--- src/rtl/icb_rr_arbiter.sv ---
// Round-robin arbiter sharing one ICB slave port between NUM_M requesters.
// An in-order tag FIFO records command ownership and routes responses back.
module icb_rr_arbiter #(
   parameter int NUM_M      = 2,
   parameter int AW         = 32,
   parameter int DW         = 32,
   parameter int OUTS_DEPTH = 4
) (
   input  logic                      clk,
   input  logic                      rst_n,
   input  logic [NUM_M-1:0]          m_cmd_valid,
   output logic [NUM_M-1:0]          m_cmd_ready,
   input  logic [NUM_M-1:0]          m_cmd_read,
   input  logic [NUM_M*AW-1:0]       m_cmd_addr,
   input  logic [NUM_M*DW-1:0]       m_cmd_wdata,
   input  logic [NUM_M*DW/8-1:0]     m_cmd_wmask,
   output logic [NUM_M-1:0]          m_rsp_valid,
   input  logic [NUM_M-1:0]          m_rsp_ready,
   output logic [DW-1:0]             m_rsp_rdata,
   output logic                      m_rsp_err,
   output logic                      s_cmd_valid,
   input  logic                      s_cmd_ready,
   output logic                      s_cmd_read,
   output logic [AW-1:0]             s_cmd_addr,
   output logic [DW-1:0]             s_cmd_wdata,
   output logic [DW/8-1:0]           s_cmd_wmask,
   input  logic                      s_rsp_valid,
   output logic                      s_rsp_ready,
   input  logic [DW-1:0]             s_rsp_rdata,
   input  logic                      s_rsp_err,
   output logic [$clog2(OUTS_DEPTH):0] outs_cnt,
   output logic                      unexp_rsp
);

   localparam int IDW = $clog2(NUM_M);
   localparam int PW  = $clog2(OUTS_DEPTH);
   localparam int CW  = PW + 1;

   logic [IDW-1:0]  rr_ptr;
   logic            lock;
   logic [IDW-1:0]  locked_id;
   logic [IDW-1:0]  tag_mem [OUTS_DEPTH];
   logic [PW-1:0]   wr_ptr;
   logic [PW-1:0]   rd_ptr;

   logic            cand_found;
   logic [IDW-1:0]  cand_id;
   logic [IDW:0]    scan_idx;
   logic            gnt_valid;
   logic [IDW-1:0]  gnt_id;
   logic            full;
   logic            empty;
   logic            cmd_hs;
   logic            rsp_hs;
   logic [IDW-1:0]  head;

   logic [AW-1:0]   addr_arr  [NUM_M];
   logic [DW-1:0]   wdata_arr [NUM_M];
   logic [DW/8-1:0] wmask_arr [NUM_M];

   always_comb begin
      for (int i = 0; i < NUM_M; i++) begin
         addr_arr[i]  = m_cmd_addr[i*AW +: AW];
         wdata_arr[i] = m_cmd_wdata[i*DW +: DW];
         wmask_arr[i] = m_cmd_wmask[i*(DW/8) +: DW/8];
      end
   end

   // Scan from rr_ptr upward, wrapping modulo NUM_M (not necessarily a power of 2).
   always_comb begin
      // NOTE: every variable written here gets a default first, so no path leaves it unassigned and no latch is inferred.
      cand_found = 1'b0;
      cand_id    = '0;
      scan_idx   = '0;
      for (int k = 0; k < NUM_M; k++) begin
         // NOTE: blocking assignments in combinational logic, so scan_idx is used within the same pass.
         scan_idx = {1'b0, rr_ptr} + (IDW+1)'(k);
         if (scan_idx >= (IDW+1)'(NUM_M)) scan_idx = scan_idx - (IDW+1)'(NUM_M);
         if (!cand_found && m_cmd_valid[scan_idx[IDW-1:0]]) begin
            cand_found = 1'b1;
            cand_id    = scan_idx[IDW-1:0];
         end
      end
   end

   assign gnt_valid = lock ? 1'b1 : cand_found;
   assign gnt_id    = lock ? locked_id : cand_id;
   assign full      = (outs_cnt == CW'(OUTS_DEPTH));
   assign empty     = (outs_cnt == '0);
   assign head      = tag_mem[rd_ptr];

   assign s_cmd_valid = gnt_valid && !full;
   assign s_cmd_read  = m_cmd_read[gnt_id];
   assign s_cmd_addr  = addr_arr[gnt_id];
   assign s_cmd_wdata = wdata_arr[gnt_id];
   assign s_cmd_wmask = wmask_arr[gnt_id];
   assign cmd_hs      = s_cmd_valid && s_cmd_ready;

   // With nothing outstanding the response is swallowed rather than stalling the bridge.
   assign s_rsp_ready = empty ? 1'b1 : m_rsp_ready[head];
   assign rsp_hs      = s_rsp_valid && s_rsp_ready && !empty;
   assign m_rsp_rdata = s_rsp_rdata;
   assign m_rsp_err   = s_rsp_err;

   always_comb begin
      m_cmd_ready = '0;
      m_rsp_valid = '0;
      for (int i = 0; i < NUM_M; i++) begin
         m_cmd_ready[i] = gnt_valid && (gnt_id == IDW'(i)) && s_cmd_ready && !full;
         m_rsp_valid[i] = !empty && s_rsp_valid && (head == IDW'(i));
      end
   end

   always_ff @(posedge clk) begin
      if (!rst_n) begin
         rr_ptr    <= '0;
         lock      <= 1'b0;
         locked_id <= '0;
         wr_ptr    <= '0;
         rd_ptr    <= '0;
         outs_cnt  <= '0;
         unexp_rsp <= 1'b0;
      end else begin
         unexp_rsp <= s_rsp_valid && empty;

         // Hold the grant while the bridge stalls so valid/payload stay stable.
         if (cmd_hs) begin
            lock   <= 1'b0;
            rr_ptr <= (gnt_id == IDW'(NUM_M-1)) ? '0 : gnt_id + 1'b1;
            wr_ptr <= wr_ptr + 1'b1;
         end else if (s_cmd_valid) begin
            lock      <= 1'b1;
            locked_id <= gnt_id;
         end

         if (rsp_hs) rd_ptr <= rd_ptr + 1'b1;

         case ({cmd_hs, rsp_hs})
            2'b10:   outs_cnt <= outs_cnt + 1'b1;
            2'b01:   outs_cnt <= outs_cnt - 1'b1;
            default: outs_cnt <= outs_cnt;
         endcase
      end
   end

   // NOTE: tag storage has no reset; the pointers and count define which entries are valid.
   always_ff @(posedge clk) begin
      if (cmd_hs) tag_mem[wr_ptr] <= gnt_id;
   end

endmodule

--- config.mk ---
export PLATFORM = sky130hd
export DESIGN_NAME = icb_rr_arbiter
export DESIGN_NICKNAME = d
export VERILOG_FILES = /design/src/rtl/icb_rr_arbiter.sv
export SDC_FILE = /design/constraint.sdc
export NUM_CORES = 1
export LEC_CHECK = 0
export CORE_AREA = 4 4 110 112
export DETAILED_ROUTE_END_ITERATION = 10
export DIE_AREA = 0 0 114 116
export GPL_TIMING_DRIVEN = 0
export PLACE_DENSITY_LB_ADDON = 0.3
export SYNTH_ARGS = -nofsm -noshare
export SYNTH_HDL_FRONTEND = slang
export SYNTH_SLANG_ARGS = --single-unit
--- constraint.sdc ---
create_clock -name clk -period 2.78 [get_ports clk]
set_clock_uncertainty 0.2 [all_clocks]
set_input_delay 0.417 -clock clk [delete_from_list [all_inputs] [get_ports clk]]
set_output_delay 0.417 -clock clk [all_outputs]
set_load 0.05 [all_outputs]
==> results_tabular.tex <==
\begin{tabular}{lr}
\hline
Metric & Value \\
\hline
\multicolumn{2}{l}{\textbf{Power}} \\
Power Internal & 1.103 mW \\
Register share of total power & 0.159 \\
Switching part of the total power & 0.4654 \\
Static leakage & 2.021 nW \\
Overall power of the completed layout & 2.063 mW \\
Peak supply drop & 0.0003501 V \\
Net load switching power & 0.9601 mW \\
Share of total power in the clock network & 0.141 \\
Power density relative to cell area & 428.8 mW/mm\^{}2 \\
Combinational fraction of design power & 0.701 \\
\multicolumn{2}{l}{\textbf{CTS}} \\
Number of buffers created by CTS & 3 \\
Clock insertion delay at the later pin of the skew report & 250 ps \\
CTS tree & built \\
Clk slew on worst S/H paths & 50 ps \\
H-tree levels & 1 \\
Clk sinks & 17 \\
Cell chosen for the clock root & clkbuf\_16 \\
CTS Buffer Depth & 2 \\
\multicolumn{2}{l}{\textbf{Cells and area}} \\
Number of antenna diodes & 0 \\
Layout cells sized above 1 & 0.3636 \\
Post-synthesis to final-layout area growth & 144.9\% \\
Filler-free cell count of the finished design & 605 \\
Final net count & 648 \\
Final core utilization & 0.4287 \\
\multicolumn{2}{l}{\textbf{Timing}} \\
Top achievable clock speed & 368.3 MHz \\
Setup repair after global routing missed its margin & true \\
Max-slew headroom at the worst pin & 0.6415 \\
Fin. Hold Viols & 0 \\
Final critical path time including I/O delays and setup & 2715 ps \\
Share of the clock period used by the worst path & 0.9766 \\
Transition time of the tightest slew-check pin & 536.8 ps \\
Setup Viol. Count Final & 0 \\
Pins Over Slew Limit & 0 \\
\multicolumn{2}{l}{\textbf{Logic synthesis}} \\
Post-synthesis instance total & 194 \\
Count of synthesis-stage warnings from yosys & 0 \\
Synthesized area divided by synthesized cell count & 10.13 sq um \\
Sequential element share of the synthesized area & 0.1936 \\
Number of library cell types mapped by synthesis & 35 \\
Post-Synthesis Cell Area & 0.001964 sq mm \\
Syn nets & 379 \\
Number of synthesized register bits & 17 \\
\multicolumn{2}{l}{\textbf{Floorplanning}} \\
Floorplan die height & 116 microns \\
\# rows & 39 \\
Die footprint & 0.01322 sq mm \\
Die X & 114 microns \\
Initial cell density of the core & 0.1750 \\
Core area & 0.01122 sq mm \\
I/O Pins & 291 \\
\multicolumn{2}{l}{\textbf{Worst setup path}} \\
Endpoint required time on the critical path & 2160 ps \\
Critical-path maximum fanout & 5 \\
Number of cell instances on the worst register-to-register path & 8 \\
Register-to-register path setup slack & 110 ps \\
Worst reg2reg startpoint & tag\_mem[0]\$\_DFFE\_PP\_ \\
Class of the most critical setup path & in -> out \\
Sort of element at the start of the critical path & input port \\
Worst path arrival time & 2100 ps \\
Critical Path End Type & primary output \\
Reg2reg end & outs\_cnt[2]\$\_SDFFE\_PN0P\_ \\
\multicolumn{2}{l}{\textbf{Drt}} \\
Antenna-violating nets left & 0 \\
Via density & 4.000 \\
Drt drc & 0 \\
Detail-routed net length per standard cell & 17.10 microns \\
Drt first pass iters & 4 \\
Initial detailed-routing violation count & 37 \\
Total via count in the routed design & 2420 \\
Final wirelength & 10.35 mm \\
\multicolumn{2}{l}{\textbf{Worst hold path}} \\
Class of the worst hold path & reg -> reg \\
Hold depth & 2 \\
Hold Path Origin & rd\_ptr[1]\$\_SDFFE\_PN0P\_ \\
Endpoint with the worst hold slack & rd\_ptr[1]\$\_SDFFE\_PN0P\_ \\
\multicolumn{2}{l}{\textbf{GRT}} \\
Number of antenna violations at the first check in global routing & 0 \\
Largest net degree at the start of global routing & 14 \\
Vias in the first global route & 2438 \\
Total global routing track utilization & 0.1389 \\
First-pass GRT wire length & 14.33 mm \\
Sum of overflow across all layers after global routing & 0 \\
\multicolumn{2}{l}{\textbf{Placement}} \\
Placed insts & 594 \\
Placer's final routability congestion estimate & 0.8278 \\
Final HPWL from detailed placement & 8.902 mm \\
Port Buffer Count & 257 \\
\multicolumn{2}{l}{\textbf{Run status}} \\
Status & complete, no violations \\
\multicolumn{2}{l}{\textbf{Flow run}} \\
Max-Cap Viols & 0 \\
\hline
\end{tabular}
-- area by class of cell --
type	count	area, sq um
clock buffers	4	78.83
fillers	1112	6412
flip-flops and latches	17	380.4
inverters	8	30.03
repair buffers	264	2494
well taps	143	178.9
plain buffers	42	359.1
multi-input cells	127	1290
-- stage by stage --
stage | setup TNS (ps) | area (sq um) | worst slack [ps] | hold WS [ps]
CTS | 0 | 4666 | 7.661 | 271.6
global placement | -51590 | 4716 | -851.5 | 253.1
finish | 0 | 4811 | 65.04 | 270.4
detailed placement | -53260 | 4716 | -883.5 | 263.0
floorplan | 0 | 1964 | 39.79 | 236.8
global route | -19.62 | 4811 | -9.422 | 299.2
-- logic make-up (layout without fill, tap and decap cells) --
logic type,count (synthesis),in the layout,synth area share
AO/OA/AOI/OAI,8,8,0.03057
AND/OR/NAND/NOR,35,35,0.1115
XOR/XNOR,3,3,0.01338
adder cells (fa/ha/maj),6,6,0.04204
multiplexers,75,75,0.4389
flip-flops,17,17,0.1936
buffers and inverters,50,318,0.1701
-- power by group through the flow --
stage	sequential, mW	clock (mW)	combinational [mW]
3_5_place_dp	0.328	0	1.44
2_1_floorplan	0.369	0	0.827
6_report	0.327	0.290	1.45
4_1_cts	0.324	0.295	1.41
3_3_place_gp	0.327	0	1.43
5_1_grt	0.333	0.313	1.51
-- routing by layer --
layer	routed length, microns	share of wire	up-vias	track usage
li1	-	-	1184	-
met1	3873	0.37	1099	0.1667
met2	5393	0.52	122	0.2467
met3	845	0.082	15	0.03394
met4	236	0.023	0	0.03880
met5	0	0	-	0
-- placed cells by master (no fill, tap or decap), types with 6 or more instances in the layout --
master           Yosys  layout
nand2_1              6       6
clkdlybuf4s15_2      0       6
and2_1               9       9
mux2_2              29      32
inv_1                8       8
mux2_1              40      34
buf_6                0      20
buf_4               38      49
buf_2                3      37
clkdlybuf4s50_1      0     181
dfxtp_1             13      13
-- how the worst max path moves through the flow --
stage	from	slack, ps	to	depth (start not counted)
6_report	m_cmd_valid[0]	70	s_cmd_addr[9]	8
5_1_grt	m_cmd_valid[0]	-9	s_cmd_addr[9]	8
4_1_cts	tag_mem[0]$_DFFE_PP_	8	m_rsp_valid[1]	3
3_5_place_dp	m_cmd_valid[0]	-880	s_cmd_wdata[6]	7
3_3_place_gp	m_cmd_valid[0]	-850	s_cmd_wdata[6]	7
2_1_floorplan	outs_cnt[2]$_SDFFE_PN0P_	40	outs_cnt[2]$_SDFFE_PN0P_	9
-- critical path, stage by stage --
cell and delay (ps):
dlygate4sd2_1 250, nor2b_1 140, o31ai_2 210, buf_4 180, bufbuf_16 270, buf_8 110, mux2_1 310, buf_2 220
-- Yosys cell counts, drive strengths merged --
| library cell | count | area, sq um |
|---|---|---|
| nor2 | 5 | 21.27 |
| o31ai | 1 | 7.510 |
| ha | 5 | 62.56 |
| mux2i | 5 | 62.56 |
| and2 | 10 | 65.06 |
| o21ai | 3 | 15.01 |
| nand2 | 6 | 22.52 |
| fa | 1 | 20.02 |
| nor3b | 4 | 46.29 |
| buf | 41 | 300.3 |
| nor3 | 2 | 10.01 |
| clkbuf | 1 | 3.750 |
| a21boi | 1 | 7.510 |
| edfxtp | 4 | 120.1 |
| dfxtp | 13 | 260.3 |
| mux4 | 1 | 22.52 |
| inv | 8 | 30.03 |
| xor2 | 1 | 8.760 |
| and3 | 1 | 7.510 |
| mux2 | 69 | 777.0 |
| o311ai | 2 | 25.03 |
| nor2b | 4 | 25.02 |
| a21oi | 1 | 5.000 |
| xnor2 | 2 | 17.52 |
| nand4b | 1 | 8.760 |
| or3 | 2 | 12.51 |
-- timing repair --
item | 4_1_cts | 5_1_grt
endpoints found under the setup margin | 73 | 26
hold endpoints to repair | 0 | 0
setup buffers | 3 | 2
gates resized for setup | 371 | 63
cloned | 3 | 0
pin swaps | 1 | 0
hold buffers | 0 | 0
No activity file was read; power rests on OpenSTA's default activity.
